$ cat config.mk
export PLATFORM = sky130hd
export DESIGN_NAME = ncu_mcu_csr_resp_flat
export DESIGN_NICKNAME = d
export VERILOG_FILES = /design/src/rtl/ncu_mcu_pkg.sv /design/src/rtl/ncu_mcu_csr_resp_if.sv /design/src/rtl/ncu_mcu_nib_ser.sv /design/src/rtl/ncu_mcu_csr_resp.sv /design/src/flat_wrapper.sv
export SDC_FILE = /design/constraint.sdc
export NUM_CORES = 1
export LEC_CHECK = 0
export ABC_AREA = 1
export CORE_UTILIZATION = 65
export DETAILED_ROUTE_END_ITERATION = 10
export PLACE_DENSITY = 0.91
export SYNTH_ARGS = -nofsm -noshare
export SYNTH_HDL_FRONTEND = slang
export SYNTH_HIERARCHICAL = 1
export SYNTH_SLANG_ARGS = --single-unit
$ cat constraint.sdc
create_clock -name iol2clk -period 37.2 [get_ports iol2clk]
set_input_delay 5.58 -clock iol2clk [delete_from_list [all_inputs] [get_ports iol2clk]]
set_output_delay 5.58 -clock iol2clk [all_outputs]
set_load 0.05 [all_outputs]
$ cat src/rtl/ncu_mcu_pkg.sv
// Shared constants, field lengths and FSM state types for the NCU<->MCU 4-bit CSR link.
package ncu_mcu_pkg;

  localparam int unsigned NIB_W    = 4;
  localparam int unsigned TAG_NIB  = 2;
  localparam int unsigned ADDR_NIB = 10;
  localparam int unsigned DATA_NIB = 16;
  localparam int unsigned TAG_W    = TAG_NIB * NIB_W;
  localparam int unsigned ADDR_W   = ADDR_NIB * NIB_W;
  localparam int unsigned DATA_W   = DATA_NIB * NIB_W;
  localparam int unsigned PKT_W    = NIB_W + TAG_W + DATA_W;
  localparam int unsigned CNT_W    = 5;

  localparam logic [NIB_W-1:0] CMD_READ  = 4'b0100;
  localparam logic [NIB_W-1:0] CMD_WRITE = 4'b0101;
  localparam logic [NIB_W-1:0] CMD_IFILL = 4'b0110;

  localparam logic [NIB_W-1:0] RSP_READ_ACK   = 4'b0001;
  localparam logic [NIB_W-1:0] RSP_READ_NACK  = 4'b0000;
  localparam logic [NIB_W-1:0] RSP_IFILL_ACK  = 4'b0011;
  localparam logic [NIB_W-1:0] RSP_IFILL_NACK = 4'b0111;

  typedef enum logic [2:0] {R_IDLE, R_TAG, R_ADDR, R_WDATA, R_EXEC} rx_state_t;
  typedef enum logic [2:0] {T_IDLE, T_WAIT, T_HDR, T_TAG, T_DATA} tx_state_t;

  // Upstream packet image, header nibble in the MSBs so it leaves first
  typedef struct packed {
    logic [NIB_W-1:0]  hdr;
    logic [TAG_W-1:0]  tag;
    logic [DATA_W-1:0] data;
  } resp_pkt_t;

  function automatic logic is_req_cmd(input logic [NIB_W-1:0] c);
    return (c == CMD_READ) || (c == CMD_WRITE) || (c == CMD_IFILL);
  endfunction

endpackage

$ cat src/rtl/ncu_mcu_csr_resp_if.sv
// NCU<->MCU 4-bit link: downstream request stream, upstream response stream, stalls both ways.
interface ncu_mcu_csr_resp_if;

  logic                           ncu_mcu_vld;
  logic [ncu_mcu_pkg::NIB_W-1:0]  ncu_mcu_data;
  logic                           ncu_mcu_stall;
  logic                           mcu_ncu_vld;
  logic [ncu_mcu_pkg::NIB_W-1:0]  mcu_ncu_data;
  logic                           mcu_ncu_stall;

  modport master (
    output ncu_mcu_vld, ncu_mcu_data, ncu_mcu_stall,
    input  mcu_ncu_vld, mcu_ncu_data, mcu_ncu_stall
  );

  modport slave (
    input  ncu_mcu_vld, ncu_mcu_data, ncu_mcu_stall,
    output mcu_ncu_vld, mcu_ncu_data, mcu_ncu_stall
  );

endinterface

$ cat src/rtl/ncu_mcu_nib_ser.sv
// Loadable shift register emitting the upstream packet one nibble per cycle, MSB nibble first.
module ncu_mcu_nib_ser
  import ncu_mcu_pkg::*;
(
  input  logic             iol2clk,
  input  logic             rst,
  input  logic             load,
  input  logic             shift,
  input  logic             clear,
  input  resp_pkt_t        pkt,
  output logic [NIB_W-1:0] nib
);

  logic [PKT_W-1:0] sr_q;
  logic [PKT_W-1:0] src;

  // load+shift in one cycle emits the header straight from the new image
  assign src = load ? pkt : sr_q;

  always_ff @(posedge iol2clk or posedge rst) begin
    if (rst) begin
      sr_q <= '0;
      nib  <= '0;
    end else begin
      if (load || shift) begin
        sr_q <= shift ? {src[PKT_W-NIB_W-1:0], NIB_W'(0)} : src;
      end
      if (shift) begin
        nib <= src[PKT_W-1 -: NIB_W];
      end else if (clear) begin
        nib <= '0;
      end
    end
  end

endmodule

$ cat src/rtl/ncu_mcu_csr_resp.sv
// MCU-side CSR responder: deserializes NCU requests into a 64-bit CSR file and returns READ/IFILL responses.
module ncu_mcu_csr_resp
  import ncu_mcu_pkg::*;
#(
  parameter int unsigned       NREG      = 8,
  parameter logic [DATA_W-1:0] RESET_VAL = 64'h0
) (
  input  logic                iol2clk,
  input  logic                rst,
  ncu_mcu_csr_resp_if.slave   bus,
  output logic [7:0]          err_cnt
);

  localparam int unsigned IDX_W = (NREG > 1) ? $clog2(NREG) : 1;
  localparam int unsigned AHI_W = ADDR_W - 3;

  rx_state_t         rx_q, rx_d;
  logic [CNT_W-1:0]  rx_cnt_q, rx_cnt_d;
  logic [NIB_W-1:0]  cmd_q, cmd_d;
  logic [TAG_W-1:0]  tag_q, tag_d;
  logic [ADDR_W-1:0] addr_q, addr_d;
  logic [DATA_W-1:0] wdata_q, wdata_d;
  logic              rx_err, rx_last, rx_rd_last;

  tx_state_t         tx_q, tx_d;
  logic [CNT_W-1:0]  tx_cnt_q, tx_cnt_d;
  logic              tx_ack_q;
  logic              ser_load, ser_shift, ser_clear, tx_done;
  logic              vld_q, vld_d;
  logic [NIB_W-1:0]  tx_nib;

  logic              stall_q, stall_d;
  logic              err_inc;
  logic [DATA_W-1:0] csr_q [NREG];

  logic [NIB_W-1:0]  nib;
  logic              exec, is_wr, addr_ok;
  logic [IDX_W-1:0]  idx;
  resp_pkt_t         resp;

  assign nib     = bus.ncu_mcu_data;
  assign exec    = (rx_q == R_EXEC);
  assign is_wr   = (cmd_q == CMD_WRITE);
  assign addr_ok = (addr_q[2:0] == 3'b000) && (addr_q[ADDR_W-1:3] < AHI_W'(NREG));
  assign idx     = addr_q[3 +: IDX_W];

  // RX next-state: a header always preempts, except while busy when it is dropped
  always_comb begin
    rx_d       = rx_q;
    rx_cnt_d   = rx_cnt_q;
    cmd_d      = cmd_q;
    tag_d      = tag_q;
    addr_d     = addr_q;
    wdata_d    = wdata_q;
    rx_err     = 1'b0;
    rx_last    = 1'b0;
    rx_rd_last = 1'b0;
    if (bus.ncu_mcu_vld) begin
      if (stall_q) begin
        rx_err = 1'b1;
        rx_d   = R_IDLE;
      end else begin
        rx_err = (rx_q != R_IDLE) || !is_req_cmd(nib);
        if (is_req_cmd(nib)) begin
          rx_d     = R_TAG;
          rx_cnt_d = CNT_W'(TAG_NIB - 1);
          cmd_d    = nib;
        end else begin
          rx_d = R_IDLE;
        end
      end
    end else begin
      unique case (rx_q)
        R_TAG: begin
          tag_d = {tag_q[TAG_W-NIB_W-1:0], nib};
          if (rx_cnt_q == '0) begin
            rx_d     = R_ADDR;
            rx_cnt_d = CNT_W'(ADDR_NIB - 1);
          end else begin
            rx_cnt_d = rx_cnt_q - CNT_W'(1);
          end
        end
        R_ADDR: begin
          addr_d = {addr_q[ADDR_W-NIB_W-1:0], nib};
          if (rx_cnt_q == '0) begin
            if (is_wr) begin
              rx_d     = R_WDATA;
              rx_cnt_d = CNT_W'(DATA_NIB - 1);
            end else begin
              rx_d       = R_EXEC;
              rx_last    = 1'b1;
              rx_rd_last = 1'b1;
            end
          end else begin
            rx_cnt_d = rx_cnt_q - CNT_W'(1);
          end
        end
        R_WDATA: begin
          wdata_d = {wdata_q[DATA_W-NIB_W-1:0], nib};
          if (rx_cnt_q == '0) begin
            rx_d    = R_EXEC;
            rx_last = 1'b1;
          end else begin
            rx_cnt_d = rx_cnt_q - CNT_W'(1);
          end
        end
        R_EXEC:  rx_d = R_IDLE;
        default: rx_d = R_IDLE;
      endcase
    end
  end

  always_ff @(posedge iol2clk or posedge rst) begin
    if (rst) begin
      rx_q     <= R_IDLE;
      rx_cnt_q <= '0;
      cmd_q    <= '0;
      tag_q    <= '0;
      addr_q   <= '0;
      wdata_q  <= '0;
    end else begin
      rx_q     <= rx_d;
      rx_cnt_q <= rx_cnt_d;
      cmd_q    <= cmd_d;
      tag_q    <= tag_d;
      addr_q   <= addr_d;
      wdata_q  <= wdata_d;
    end
  end

  // CSR file: written at the end of a valid WRITE's execute cycle
  always_ff @(posedge iol2clk or posedge rst) begin
    if (rst) begin
      for (int i = 0; i < NREG; i++) csr_q[i] <= RESET_VAL;
    end else if (exec && is_wr && addr_ok) begin
      csr_q[idx] <= wdata_q;
    end
  end

  always_comb begin
    resp.tag  = tag_q;
    resp.data = addr_ok ? csr_q[idx] : '0;
    if (cmd_q == CMD_IFILL) resp.hdr = addr_ok ? RSP_IFILL_ACK : RSP_IFILL_NACK;
    else                    resp.hdr = addr_ok ? RSP_READ_ACK  : RSP_READ_NACK;
  end

  // TX next-state: T_WAIT coincides with R_EXEC so the header can leave one cycle later
  always_comb begin
    tx_d      = tx_q;
    tx_cnt_d  = tx_cnt_q;
    ser_load  = 1'b0;
    ser_shift = 1'b0;
    ser_clear = 1'b0;
    vld_d     = 1'b0;
    tx_done   = 1'b0;
    unique case (tx_q)
      T_IDLE: if (rx_rd_last) tx_d = T_WAIT;
      T_WAIT: begin
        ser_load = exec;
        if (!bus.ncu_mcu_stall) begin
          ser_shift = 1'b1;
          vld_d     = 1'b1;
          tx_d      = T_HDR;
        end
      end
      T_HDR: begin
        ser_shift = 1'b1;
        tx_d      = T_TAG;
        tx_cnt_d  = CNT_W'(TAG_NIB - 1);
      end
      T_TAG: begin
        if (tx_cnt_q != '0) begin
          ser_shift = 1'b1;
          tx_cnt_d  = tx_cnt_q - CNT_W'(1);
        end else if (tx_ack_q) begin
          ser_shift = 1'b1;
          tx_d      = T_DATA;
          tx_cnt_d  = CNT_W'(DATA_NIB - 1);
        end else begin
          ser_clear = 1'b1;
          tx_done   = 1'b1;
          tx_d      = T_IDLE;
        end
      end
      T_DATA: begin
        if (tx_cnt_q != '0) begin
          ser_shift = 1'b1;
          tx_cnt_d  = tx_cnt_q - CNT_W'(1);
        end else begin
          ser_clear = 1'b1;
          tx_done   = 1'b1;
          tx_d      = T_IDLE;
        end
      end
      default: tx_d = T_IDLE;
    endcase
  end

  always_ff @(posedge iol2clk or posedge rst) begin
    if (rst) begin
      tx_q     <= T_IDLE;
      tx_cnt_q <= '0;
      vld_q    <= 1'b0;
      tx_ack_q <= 1'b0;
    end else begin
      tx_q     <= tx_d;
      tx_cnt_q <= tx_cnt_d;
      vld_q    <= vld_d;
      if (exec && !is_wr) tx_ack_q <= addr_ok;
    end
  end

  ncu_mcu_nib_ser u_ser (
    .iol2clk (iol2clk),
    .rst     (rst),
    .load    (ser_load),
    .shift   (ser_shift),
    .clear   (ser_clear),
    .pkt     (resp),
    .nib     (tx_nib)
  );

  // Busy from the last request nibble until the write executes or the response drains
  always_comb begin
    stall_d = stall_q;
    if ((exec && is_wr) || tx_done) stall_d = 1'b0;
    if (rx_last) stall_d = 1'b1;
  end

  assign err_inc = rx_err || (exec && is_wr && !addr_ok);

  always_ff @(posedge iol2clk or posedge rst) begin
    if (rst) begin
      stall_q <= 1'b0;
      err_cnt <= '0;
    end else begin
      stall_q <= stall_d;
      if (err_inc && (err_cnt != 8'hFF)) err_cnt <= err_cnt + 8'd1;
    end
  end

  assign bus.mcu_ncu_stall = stall_q;
  assign bus.mcu_ncu_vld   = vld_q;
  assign bus.mcu_ncu_data  = tx_nib;

endmodule

$ cat src/flat_wrapper.sv
// flat-port wrapper written by rule: the top's interface ports become plain ports
module ncu_mcu_csr_resp_flat import ncu_mcu_pkg::*;
#(
  parameter int unsigned       NREG      = 8,
  parameter logic [DATA_W-1:0] RESET_VAL = 64'h0
)
  (iol2clk, rst, err_cnt, bus_ncu_mcu_vld, bus_ncu_mcu_data, bus_ncu_mcu_stall, bus_mcu_ncu_vld, bus_mcu_ncu_data, bus_mcu_ncu_stall);
  ncu_mcu_csr_resp_if bus_i ();
  input  logic iol2clk;
  input  logic rst;
  output logic [7:0] err_cnt;
  input wire logic [$bits(bus_i.ncu_mcu_vld)-1:0] bus_ncu_mcu_vld;
  input wire logic [$bits(bus_i.ncu_mcu_data)-1:0] bus_ncu_mcu_data;
  input wire logic [$bits(bus_i.ncu_mcu_stall)-1:0] bus_ncu_mcu_stall;
  output wire logic [$bits(bus_i.mcu_ncu_vld)-1:0] bus_mcu_ncu_vld;
  output wire logic [$bits(bus_i.mcu_ncu_data)-1:0] bus_mcu_ncu_data;
  output wire logic [$bits(bus_i.mcu_ncu_stall)-1:0] bus_mcu_ncu_stall;
  assign bus_i.ncu_mcu_vld = bus_ncu_mcu_vld;
  assign bus_i.ncu_mcu_data = bus_ncu_mcu_data;
  assign bus_i.ncu_mcu_stall = bus_ncu_mcu_stall;
  assign bus_mcu_ncu_vld = bus_i.mcu_ncu_vld;
  assign bus_mcu_ncu_data = bus_i.mcu_ncu_data;
  assign bus_mcu_ncu_stall = bus_i.mcu_ncu_stall;
  ncu_mcu_csr_resp #(.NREG(NREG), .RESET_VAL(RESET_VAL)) u_core (.iol2clk(iol2clk), .rst(rst), .bus(bus_i), .err_cnt(err_cnt));
endmodule
### After elaboration in Yosys (flattened, before gate mapping)

Index checks and enable logic that the tools add are counted.

* bits in registers: 735
* output and inout bits: 14
* logic and storage cells: 153
* input port bits: 8

* reductions and logical operators: 33
* bitwise operators: 3
* add/subtract/negate cells: 3
* $lt $le $gt $ge: 3
* equal/unequal tests: 27
* muxes and demuxes: 62

Operators by type and width (number)
* bitwise mux 512 bit: 1
* 2-to-1 mux 64 bit: 4
* binary-select mux 64 bit (select 3 bit): 1
* demux 64 bit (select 3 bit): 1
* 2-to-1 mux 76 bit: 2
* 2-to-1 mux 5 bit: 10
* less-than comparator 37 x 4 -> 1 bit, second input constant: 1
* 2-to-1 mux 3 bit: 12
* one-hot mux 5 bit (3 select lines): 2
* 2-to-1 mux 1 bit: 21
* equality test 4 x 3 -> 1 bit, second input constant: 5
* one-hot mux 3 bit (5 select lines): 1
* equality test 3 x 2 -> 1 bit, second input constant: 4
* 2-to-1 mux 4 bit: 3
* subtractor 5 x 1 -> 5 bit, second input constant: 2
* inequality test 3 x 2 -> 1 bit, second input constant: 3
* one-hot mux 3 bit (3 select lines): 1
* AND reduction 3 bit: 3
* adder 8 x 1 -> 8 bit, second input constant: 1
* inequality test 2 bit, second input constant: 4
* inequality test 8 bit, second input constant: 1
* logical AND 1 bit: 7
* equality test 3 x 1 -> 1 bit, second input constant: 2
* equality test 3 bit, second input constant: 2
* other kinds (21): 37

### Logic depth before layout (Yosys ltp)

* depth after elaboration: 9
* depth in mapped cells: 13
* mapped depth without buffers: 11

### By module

Netlist, hierarchy kept.

By module, submodules not included
* ncu_mcu_csr_resp: cells each 3300, sequential area each 16390.7 um^2, area each 29012.8 um^2, times used 1
* ncu_mcu_nib_ser: cells each 657, sequential area each 2001.9 um^2, area each 4431.8 um^2, times used 1

### Worst setup path after synthesis

OpenSTA, ideal clock, no wires.

* path kind: input -> register
* start point: input port bus_ncu_mcu_data[3]
* end point: register u_core.rx_cnt_q[4]
* setup time: 120 ps
* required time: 37080 ps
* setup slack: 30413 ps
* data arrival time: 6668 ps
* cell stages on the path: 10
* buffers on the path: 0
* path through: inv_1 -> nand2_1 -> a21oi_1 -> nand2_1 -> nor2_1 -> nor2_1 -> nor2_1 -> inv_1 -> o21ai_0 -> inv_1

* longest elaborated chain between the ends: 5
* elaborated cells on any way between the ends: 7
* classes of those cells: eq/ne (4); reduce/logical (3)

Ends and longest elaborated chain
* start: declaration: RTL line flat_wrapper.sv:13 `input wire logic [$bits(bus_i.ncu_mcu_data)-1:0] bus_ncu_mcu_data;`
* equality test 4 x 3 -> 1 bit: RTL line ncu_mcu_pkg.sv:34 `return (c == CMD_READ) || (c == CMD_WRITE) || (c == CMD_IFILL);`
* logical OR 1 bit: RTL line ncu_mcu_pkg.sv:34
* logical OR 1 bit *: RTL line ncu_mcu_pkg.sv:34
* inequality test 2 x 1 -> 1 bit (no line) *
* AND reduction 5 bit (no line) *
* end signal: assignment: RTL line ncu_mcu_csr_resp.sv:123 `rx_cnt_q <= rx_cnt_d;`
* end: declaration: RTL line ncu_mcu_csr_resp.sv:18 `logic [CNT_W-1:0] rx_cnt_q, rx_cnt_d;`

Mark *: on every way between the ends. The rest lies on a longest branch, timed or not.
A chain may end at the register's enable or synchronous reset.

==> results.py <==
metrics = {
    "status": {
        "status": "finished clean",
    },
    "clock_tree": {
        "clk_path_buf_depth": 3,
        "cts_root_buf": "clkbuf_16",
        "postCtsHoldBufs": 0,
        "numCtsBuffers": 73,
        "clk_pin_slew_ps": 60,
        "post-cts-setup-buffers": 0,
        "cts_max_level": 3,
        "post_cts.resized_instances": 0,
        "clock-sinks": 735,
        "clkLatencyLatePin_ps": 620,
        "cts_tree": "built",
    },
    "yosys": {
        "async_flop_share": 1.00,
        "ys_ff_latch": 735,
        "ys_types": 36,
        "synth_fp_nets": 3968,
        "synth_warnings": 6,
        "synth_area_per_cell_um2": 8.45,
        "synth-edff-count": 0,
        "netlist_instances": 3957,
        "ys.flop_type": "dfrtp_1",
        "yosysSeqAreaShare": 0.550,
        "synthesis.area_um2": 33400,
    },
    "drt": {
        "first_pass_iters": 8,
        "first_iter_violations": 3871,
        "post-route-drc-count": 0,
        "wl_per_cell_um": 18.6,
        "vias": 28000,
        "vias_per_cell": 6.16,
        "ant_nets": 0,
        "wirelength_um": 84700,
    },
    "power": {
        "combPwrFrac": 0.039,
        "clkPwrFrac": 0.464,
        "ir_drop_uv": 37.0,
        "p_leak_nw": 16.0,
        "p_switching_mw": 0.366,
        "switching_share": 0.225,
        "powerDensity_nw_per_um2": 45.7,
        "seqPwrFrac": 0.497,
        "p_int_mw": 1.26,
    },
    "die": {
        "core_area_um2": 50500,
        "die_area_um2": 52400,
        "initial_core_util": 0.663,
        "ios": 22,
        "row_count": 82,
        "die_w_um": 229,
        "die_h_um": 229,
    },
    "worst_hold_path": {
        "hold_path_end": "u_core/addr_q[39]",
        "hp-start": "u_core/addr_q[39]",
        "worstHoldPathCells": 2,
        "hold_class": "reg -> reg",
    },
    "worst_setup_path": {
        "worstPathArrival_ps": 9910,
        "required_ps": 37810,
        "crit_path_end_kind": "asynchronous set/reset pin",
        "cp_max_fo": 171,
        "worstSetupStartpointType": "input pin",
        "r2r-start": "u_core/addr_q[4]",
        "ff2ff_path_depth": 7,
        "regToRegSetupSlack_ps": 33320,
        "reg2reg_to": "u_core/csr_q[360]",
        "path_class": "in -> async",
    },
    "finish": {
        "n_fill_cell": 3418,
        "finalNetCount": 3829,
        "drive_gt1_frac": 0.0563,
        "fin_cells": 4547,
        "syn_to_final_growth_pct": 6.44,
        "antenna_cells": 0,
        "final_common_cell": "nand2_1",
        "fin_util": 0.705,
        "layout_common_cells": "1384 x nand2_1, 734 x dfrtp_1, 322 x o21ai_0",
    },
    "timing": {
        "min_period_ps": 9300,
        "relSlewSlack": 0.170,
        "setup_viol": 0,
        "fin_tns_setup_ps": 0,
        "post-route-period-util": 0.250,
        "final.setup_skew_ps": 31.4,
        "hold_viol": 0,
        "worstMarginPinSlew_ps": 1240,
        "slew_viol_final": 0,
        "fmax_mhz": 108,
        "rsz0062_at_grt": "false",
    },
    "grt": {
        "grt_max_degree": 172,
        "groute.usage.overall": 0.327,
        "grt_use_met1": 0.423,
        "grt_pass1_wl_um": 139000,
        "top_usage_layer": "met2",
        "grt_remaining_overflow": 0,
        "grt_pass1_vias": 27500,
        "met3_usage": 0.0509,
        "antenna_found_initial": 0,
        "use_met2": 0.539,
    },
    "place": {
        "io_buffers": 21,
        "routabilityCongestion": 0.826,
        "hpwl_um": 42900,
        "dpl.cell_count": 4415,
    },
    "job": {
        "cap_violations": 0,
    },
}
stage by stage:
stage / area, um2 / hold slack [ps] / total power [mW] / setup slack, ps
floorplan: 33400 / 435 / 0.867 / 13270
global placement: 33100 / 452 / 0.884 / 27000
detailed placement: 33100 / 463 / 0.886 / 26970
CTS: 35600 / 478 / 1.63 / 27590
global route: 35600 / 500 / 1.67 / 27080
finish: 35600 / 475 / 1.63 / 27900
layout make-up:
| cell class | instances | area, um2 | area share |
|---|---|---|---|
| clock buffers | 109 | 2200 | 0.0617 |
| inverters | 280 | 1070 | 0.0300 |
| well taps | 672 | 841 | 0.0236 |
| repair buffers | 53 | 463 | 0.0130 |
| clock inverters | 23 | 258 | 0.00724 |
| multi-input cells | 2675 | 12400 | 0.348 |
| flip-flops and latches | 735 | 18400 | 0.517 |
power groups by stage:
stage | combinational [mW] | clock (mW) | sequential (mW)
final | 0.0636 | 0.755 | 0.808
after global routing | 0.0696 | 0.792 | 0.808
after CTS | 0.0637 | 0.762 | 0.808
after detailed placement | 0.0633 | 0 | 0.822
after global placement | 0.0622 | 0 | 0.822
after floorplan | 0.0364 | 0 | 0.830
sequential cells by signal, summed over array words and instances, names as in the netlist:
name	flops
u_core/addr_q	40
u_core/tx_ack_q	1
u_core/bus.mcu_ncu_stall	1
u_core/u_ser/sr_q	76
u_core/tx_cnt_q	5
u_core/rx_q	3
u_core/bus.mcu_ncu_vld	1
u_core/rx_cnt_q	5
u_core/wdata_q	64
u_core/csr_q	512
u_core/tx_q	3
u_core/err_cnt	8
u_core/tag_q	8
u_core/u_ser/nib	4
u_core/cmd_q	4
cell usage after synthesis (3+ instances only):
library cell,number,area [um2]
nor2_1,49,184
o21ai_1,302,1510
a31oi_1,3,18.8
nor3_1,70,350
buf_1,18,67.6
clkbuf_1,80,300
o31ai_1,66,495
o21ai_0,322,1610
nand4_2,4,50.1
nor4_1,27,169
nand2_1,1387,5210
a21oi_1,68,340
xor2_1,8,70.1
nand3_2,5,50.1
nand4_1,4,25.0
mux2_2,4,45.0
buf_6,81,912
inv_2,6,22.5
buf_4,11,82.6
inv_1,274,1030
buf_2,77,385
nand3_1,302,1510
nor4_2,38,475
dfrtp_1,735,18400
o22ai_1,3,18.8
ha_1,3,37.5
layer usage:
layer | wire length, um | vias to the layer above | share of wire
met1 | 32300 | 13400 | 0.38
met3 | 8230 | 317 | 0.097
met5 | 0 | - | 0
met4 | 3570 | 0 | 0.042
li1 | - | 12600 | -
met2 | 40700 | 1716 | 0.48
worst max-delay path: stages:
cell and delay, ps:
clkdlybuf4s50_1 520, inv_8 550, buf_12 650, buf_4 930
buf_4 770, buf_4 810
kinds of logic after synthesis:
group | share of synthesized area
simple gates | 0.241
compound gates | 0.120
flops | 0.550
buf+inv | 0.0837
xor+xnor | 0.00210
mux | 0.00135
fa+ha+maj | 0.00112
other cells | 0.000112
how the worst max path moves through the flow:
stage,cells after the start,to,startpoint,slack [ps]
after floorplan,1,u_core/addr_q[0],rst,13270
after global placement,6,u_core/csr_q[285],rst,27000
after detailed placement,6,u_core/csr_q[471],rst,26970
after CTS,6,u_core/csr_q[286],rst,27590
after global routing,6,u_core/csr_q[355],rst,27080
final,6,u_core/csr_q[354],rst,27900
(Power assumes the default switching activity.)
